File: config.mk
export PLATFORM = sky130hd
export DESIGN_NAME = seven_seg_scan_ctrl
export DESIGN_NICKNAME = d
export VERILOG_FILES = /design/src/rtl/seven_seg_scan_ctrl_pkg.sv /design/src/rtl/seven_seg_scan_ctrl_bin2bcd_seq.sv /design/src/rtl/seven_seg_scan_ctrl.sv
export SDC_FILE = /design/constraint.sdc
export NUM_CORES = 1
export LEC_CHECK = 0
export ABC_AREA = 1
export CAP_MARGIN = 20
export CORE_MARGIN = 10
export CORE_UTILIZATION = 55
export CTS_BUF_LIST = sky130_fd_sc_hd__clkbuf_4 sky130_fd_sc_hd__clkbuf_8
export DETAILED_ROUTE_END_ITERATION = 8
export HOLD_SLACK_MARGIN = 0.15
export PLACE_DENSITY = 0.79
export SYNTH_ARGS = -nofsm -noshare
export SYNTH_HDL_FRONTEND = slang
export SYNTH_SLANG_ARGS = --single-unit
File: constraint.sdc
create_clock -name clk -period 1.6 [get_ports clk]
set_input_delay 0.32 -clock clk [delete_from_list [all_inputs] [get_ports clk]]
set_output_delay 0.32 -clock clk [all_outputs]
set_load 0.03 [all_outputs]
File: src/rtl/seven_seg_scan_ctrl_pkg.sv
// Shared types and constants for the seven-segment scan controller.
// LEADING_ZERO_BLANK_EN (optional macro) is consumed by seven_seg_scan_ctrl.
package seven_seg_scan_ctrl_pkg;

    typedef logic [3:0] bcd_digit_t;

    typedef enum logic [1:0] {
        IDLE  = 2'd0,
        SHIFT = 2'd1,
        DONE  = 2'd2
    } conv_state_t;

    localparam int unsigned BIN_W        = 10;
    localparam int unsigned BIN_MAX      = 999;
    localparam int unsigned SHIFT_CYCLES = 10;

    localparam logic [1:0] DIGIT_DARK = 2'd3;

    // Cathode patterns {g,f,e,d,c,b,a}, active-low
    localparam logic [6:0] SEG_0     = 7'b1000000;
    localparam logic [6:0] SEG_1     = 7'b1111001;
    localparam logic [6:0] SEG_2     = 7'b0100100;
    localparam logic [6:0] SEG_3     = 7'b0110000;
    localparam logic [6:0] SEG_4     = 7'b0011001;
    localparam logic [6:0] SEG_5     = 7'b0010010;
    localparam logic [6:0] SEG_6     = 7'b0000010;
    localparam logic [6:0] SEG_7     = 7'b1111000;
    localparam logic [6:0] SEG_8     = 7'b0000000;
    localparam logic [6:0] SEG_9     = 7'b0010000;
    localparam logic [6:0] SEG_BLANK = 7'b1111111;

    function automatic logic [6:0] seg_decode(input bcd_digit_t d);
        case (d)
            4'd0:    return SEG_0;
            4'd1:    return SEG_1;
            4'd2:    return SEG_2;
            4'd3:    return SEG_3;
            4'd4:    return SEG_4;
            4'd5:    return SEG_5;
            4'd6:    return SEG_6;
            4'd7:    return SEG_7;
            4'd8:    return SEG_8;
            4'd9:    return SEG_9;
            default: return SEG_BLANK;
        endcase
    endfunction

    // Double-dabble pre-shift correction: add 3 to any digit of 5 or more
    function automatic bcd_digit_t dd_adjust(input bcd_digit_t d);
        return (d >= 4'd5) ? d + 4'd3 : d;
    endfunction

endpackage

File: src/rtl/seven_seg_scan_ctrl_bin2bcd_seq.sv
// Iterative double-dabble converter: 10-bit binary to three BCD digits,
// one shift per cycle (IDLE -> SHIFT x10 -> DONE x1).
module bin2bcd_seq
    import seven_seg_scan_ctrl_pkg::*;
(
    input  logic             clk,
    input  logic             reset_n,
    input  logic             start,
    input  logic [BIN_W-1:0] bin,
    output logic             busy,
    output logic             done,
    output bcd_digit_t       bcd2,
    output bcd_digit_t       bcd1,
    output bcd_digit_t       bcd0
);

    conv_state_t      state, next_state;
    logic [3:0]       shift_cnt;
    logic [BIN_W-1:0] bin_sr;
    logic [11:0]      bcd_sr;
    logic [11:0]      bcd_adj;

    always_ff @(posedge clk or negedge reset_n) begin
        if (!reset_n) state <= IDLE;
        else          state <= next_state;
    end

    always_comb begin
        next_state = state;
        case (state)
            IDLE:    if (start) next_state = SHIFT;
            SHIFT:   if (shift_cnt == 4'(SHIFT_CYCLES - 1)) next_state = DONE;
            DONE:    next_state = IDLE;
            default: next_state = IDLE;
        endcase
    end

    always_comb begin
        busy = (state != IDLE);
        done = (state == DONE);
    end

    always_comb begin
        bcd_adj = {dd_adjust(bcd_sr[11:8]), dd_adjust(bcd_sr[7:4]), dd_adjust(bcd_sr[3:0])};
    end

    always_ff @(posedge clk or negedge reset_n) begin
        if (!reset_n) begin
            bin_sr    <= '0;
            bcd_sr    <= '0;
            shift_cnt <= '0;
        end else if (state == IDLE && start) begin
            bin_sr    <= bin;
            bcd_sr    <= '0;
            shift_cnt <= '0;
        end else if (state == SHIFT) begin
            {bcd_sr, bin_sr} <= {bcd_adj[10:0], bin_sr, 1'b0};
            shift_cnt        <= shift_cnt + 4'd1;
        end
    end

    assign bcd2 = bcd_sr[11:8];
    assign bcd1 = bcd_sr[7:4];
    assign bcd0 = bcd_sr[3:0];

endmodule

File: src/rtl/seven_seg_scan_ctrl.sv
// Three-digit seven-segment scan controller with sequential BCD conversion.
// Optional macro LEADING_ZERO_BLANK_EN blanks leading zero digits.
module seven_seg_scan_ctrl
    import seven_seg_scan_ctrl_pkg::*;
#(
    parameter int unsigned REFRESH_DIV = 100000
) (
    input  logic       clk,
    input  logic       reset_n,
    input  logic [9:0] bin_in,
    input  logic       load,
    output logic       busy,
    output logic [1:0] digit_sel,
    output logic [6:0] seg
);

    localparam int unsigned CNT_W = (REFRESH_DIV > 1) ? $clog2(REFRESH_DIV) : 1;

    logic [BIN_W-1:0] bin_clamped;
    logic             conv_done;
    bcd_digit_t       conv2, conv1, conv0;
    bcd_digit_t       disp2, disp1, disp0;
    logic [CNT_W-1:0] refresh_cnt;
    logic             wrap;
    logic             blank2, blank1;

    assign bin_clamped = (bin_in > BIN_W'(BIN_MAX)) ? BIN_W'(BIN_MAX) : bin_in;

    bin2bcd_seq u_conv (
        .clk     (clk),
        .reset_n (reset_n),
        .start   (load),
        .bin     (bin_clamped),
        .busy    (busy),
        .done    (conv_done),
        .bcd2    (conv2),
        .bcd1    (conv1),
        .bcd0    (conv0)
    );

    // Display registers only ever change on the converter's single DONE cycle
    always_ff @(posedge clk or negedge reset_n) begin
        if (!reset_n) begin
            disp2 <= '0;
            disp1 <= '0;
            disp0 <= '0;
        end else if (conv_done) begin
            disp2 <= conv2;
            disp1 <= conv1;
            disp0 <= conv0;
        end
    end

    assign wrap = (refresh_cnt == CNT_W'(REFRESH_DIV - 1));

    always_ff @(posedge clk or negedge reset_n) begin
        if (!reset_n) begin
            refresh_cnt <= '0;
            digit_sel   <= DIGIT_DARK;
        end else begin
            refresh_cnt <= wrap ? '0 : refresh_cnt + 1'b1;
            if (wrap) digit_sel <= (digit_sel >= 2'd2) ? 2'd0 : digit_sel + 2'd1;
        end
    end

`ifdef LEADING_ZERO_BLANK_EN
    assign blank2 = (disp2 == 4'd0);
    assign blank1 = (disp2 == 4'd0) && (disp1 == 4'd0);
`else
    assign blank2 = 1'b0;
    assign blank1 = 1'b0;
`endif

    always_comb begin
        seg = SEG_BLANK;
        case (digit_sel)
            2'd0:    seg = seg_decode(disp0);
            2'd1:    seg = blank1 ? SEG_BLANK : seg_decode(disp1);
            2'd2:    seg = blank2 ? SEG_BLANK : seg_decode(disp2);
            default: seg = SEG_BLANK;
        endcase
    end

endmodule

==> results.sh <==
export IMPL_hold_violations=0
export IMPL_clk_latency_ns=0.34
export IMPL_syn2layout_area_growth_pct=23.9
export IMPL_post_place_ws_ns=-0.0639
export IMPL_cts_root_buf="clkbuf_8"
export IMPL_coreArea_mm2=0.00631
export IMPL_clk_pin_slew_worst_paths_ns=0.07
export IMPL_peakVddDrop_mv=1.67
export IMPL_avgSynthCellArea_um2=7.58
export IMPL_final_area_mm2=0.00443
export IMPL_drc=0
export IMPL_skew_ns=0.00913
export IMPL_fmax_mhz=504
export IMPL_num_fill_cells=510
export IMPL_worstSetupPathType="register to output pin"
export IMPL_rr_startpoint="refresh_cnt[0]$_DFF_PN0_"
export IMPL_synth_top_area_cell="dfrtp_1"
export IMPL_hold_class="register to register"
export IMPL_worstPathRequired_ns=1.28
export IMPL_synth_nets=511
export IMPL_htreeDepth=3
export IMPL_drt_total_wl_um=7430
export IMPL_period_share_pct=124
export IMPL_antenna_left=0
export IMPL_drive_above_1_share_pct=19.8
export IMPL_ys_warn_count=0
export IMPL_r2r_slack_ns=0.14
export IMPL_initial_core_util_pct=56.6
export IMPL_antenna_found_initial=0
export IMPL_numPlacedInstances=588
export IMPL_critPathLaunchType="register"
export IMPL_wire_per_inst_um=12.2
export IMPL_nets=566
export IMPL_hold_start="refresh_cnt[0]$_DFF_PN0_"
export IMPL_first_pass_iters=4
export IMPL_finalSetupViolCount=7
export IMPL_ios=23
export IMPL_initialDrtViolationCount=116
export IMPL_yosysUniqueCellTypes=31
export IMPL_ys_ff_latch=59
export IMPL_yosysTopAreaCellShare_pct=39.9
export IMPL_ys_seq_area_share_pct=41.4
export IMPL_grt_start_max_net_pins=60
export IMPL_instances_no_fill=608
export IMPL_max_slew_margin_pct=76.9
export IMPL_cts_sinks=59
export IMPL_rows=29
export IMPL_gp_congestion=0.899
export IMPL_grt_pass1_wl_um=12900
export IMPL_synthTopCellsByArea="dfrtp_1 40%, nand2_1 14%, ha_1 9.5%"
export IMPL_r2r_cells=7
export IMPL_rsz0062_at_grt="true"
export IMPL_finalWorstSetupSlack_ns=-0.386
export IMPL_cts_tree="yes"
export IMPL_grt_ovfl_total=0
export IMPL_whs_endpoint="refresh_cnt[0]$_DFF_PN0_"
export IMPL_slew_viol_final=0
export IMPL_p_leak_uw=0.00228
export IMPL_port_buffers=22
export IMPL_dp_hpwl_um=5350
export IMPL_antenna_cells=0
export IMPL_avgViaCountPerCell=5.17
export IMPL_grt_usage_pct=15.1
export IMPL_dpl_cell_area_mm2=0.00407
export IMPL_syn_area_mm2=0.00357
export IMPL_cts_buffers=9
export IMPL_worstPathMaxFanout=4
export IMPL_critPathCaptureType="output pin"
export IMPL_route_vias_total=3146
export IMPL_maxCapViolations=0
export IMPL_ctsLongestPathBuffers=2
export IMPL_grt_pass1_vias=2992
export IMPL_dieHeight_um=101
export IMPL_tightestPinTransition_ns=0.345
export IMPL_fin_crit_ns=1.99
export IMPL_hold_path_cell_count=1
export IMPL_cp_data_arrival_time_ns=1.67
export IMPL_cellPowerDensity_mw_per_mm2=1770
export IMPL_setup_tns_final_ns=-2.56
export IMPL_postSynthCellCount=471
export IMPL_r2r_end="refresh_cnt[6]$_DFF_PN0_"
export IMPL_failed_checks="negative setup slack"
export IMPL_fp_dieArea_mm2=0.0101
export IMPL_die_x_um=101
export IMPL_status="complete, but fails checks"
## cells in the final DEF, fill, tap and decap left out, drive strengths merged, types with 10 or more instances in the layout
master and count:
ha 27, clkbuf 13, buf 36, xor2 10, nor2 51, dfrtp 57, inv 71, nand2 141
nand3 27, clkdlybuf4s50 11, o21ai 36, a21oi 11
## logic make-up (layout without fill, tap and decap cells)
group           after synthesis  after routing  synth area share (%)
fa+ha+maj                    27             27                  9.46
xor+xnor                     11             11                  2.70
compound gates               66             66                  10.5
buf+inv                      77            137                  8.27
simple gates                231            231                  27.7
flops                        59             59                  41.4
## cell type report
type	count	area [um2]	area share, %
clock buffers	12	165	3.73
flip-flops and latches	59	1480	33.4
clock inverters	4	47.5	1.07
multi-input cells	335	1930	43.5
inverters	71	267	6.02
well taps	77	96.3	2.18
repair buffers	50	444	10.0
## routing by layer
layer / global-route usage, % / wire [um] / up-vias / part of all wire (%)
met5: 0 / 0 / - / 0
met4: 5.54 / 168 / 0 / 2.3
met3: 4.05 / 373 / 18 / 5.0
met2: 23.9 / 3380 / 72 / 45
met1: 19.4 / 3520 / 1443 / 47
li1: - / - / 1613 / -
## worst max-delay path: stages, from the launching register on
cell	delay [ns]
dfrtp_1	0.42
buf_4	0.16
ha_1	0.19
nand2_1	0.10
o211ai_1	0.11
nand2_1	0.09
nand4_1	0.11
buf_6	0.16
## through the flow
step | utilization, % | hold WS [ns] | power [uW]
final | 70.1 | 0.464 | 7820
after global routing | 70.1 | 0.495 | 8530
after CTS | 68.7 | 0.473 | 7660
after detailed placement | 64.5 | 0.345 | 6070
after global placement | 64.5 | 0.344 | 5940
after floorplan | - | 0.0244 | 4840
## sequential cells by signal, indices dropped and copies added (netlist names)
| signal | flops |
|---|---|
| u_conv.bcd_sr | 12 |
| disp1 | 4 |
| u_conv.bin_sr | 10 |
| disp0 | 4 |
| u_conv.shift_cnt | 4 |
| disp2 | 4 |
| digit_sel | 2 |
| u_conv.state | 2 |
| refresh_cnt | 17 |
## Yosys cell counts (all sizes together)
master,instances
ha,27
nor2,51
a21oi,11
nand3,27
nand4,8
buf,5
nand3b,1
clkbuf,1
o22ai,6
o221ai,4
or2,2
o21ai,36
and2,1
a22oi,1
o211ai,6
o21bai,1
dfstp,2
dfrtp,57
xor2,10
inv,71
a31oi,1
nand2,141
xnor2,1
## power by group
part,total (uW),switching [uW],leakage (uW),internal (uW)
Combinational,4070,2360,0.00143,1710
Clock,1430,593,0.000108,841
Sequential,2320,351,0.000740,1970
## how the worst max path moves through the flow
| stage | startpoint | end | depth (start not counted) |
|---|---|---|---|
| finish | disp2[0]$_DFFE_PN0N_ | seg[5] | 7 |
| global route | disp0[0]$_DFFE_PN0N_ | seg[4] | 7 |
| CTS | digit_sel[1]$_DFFE_PN1N_ | seg[5] | 6 |
| detailed placement | disp0[0]$_DFFE_PN0N_ | seg[4] | 7 |
| global placement | disp0[0]$_DFFE_PN0N_ | seg[3] | 8 |
| floorplan | digit_sel[1]$_DFFE_PN1N_ | seg[5] | 5 |
## what timing repair did
action,4_1_cts,5_1_grt
resized for setup,15,21
hold endpoints to repair,57,0
setup endpoints to repair,9,8
hold buffers,1,0
setup buffers,1,2
pin swaps,8,20
Note: power is estimated with default switching activity, not from simulation.
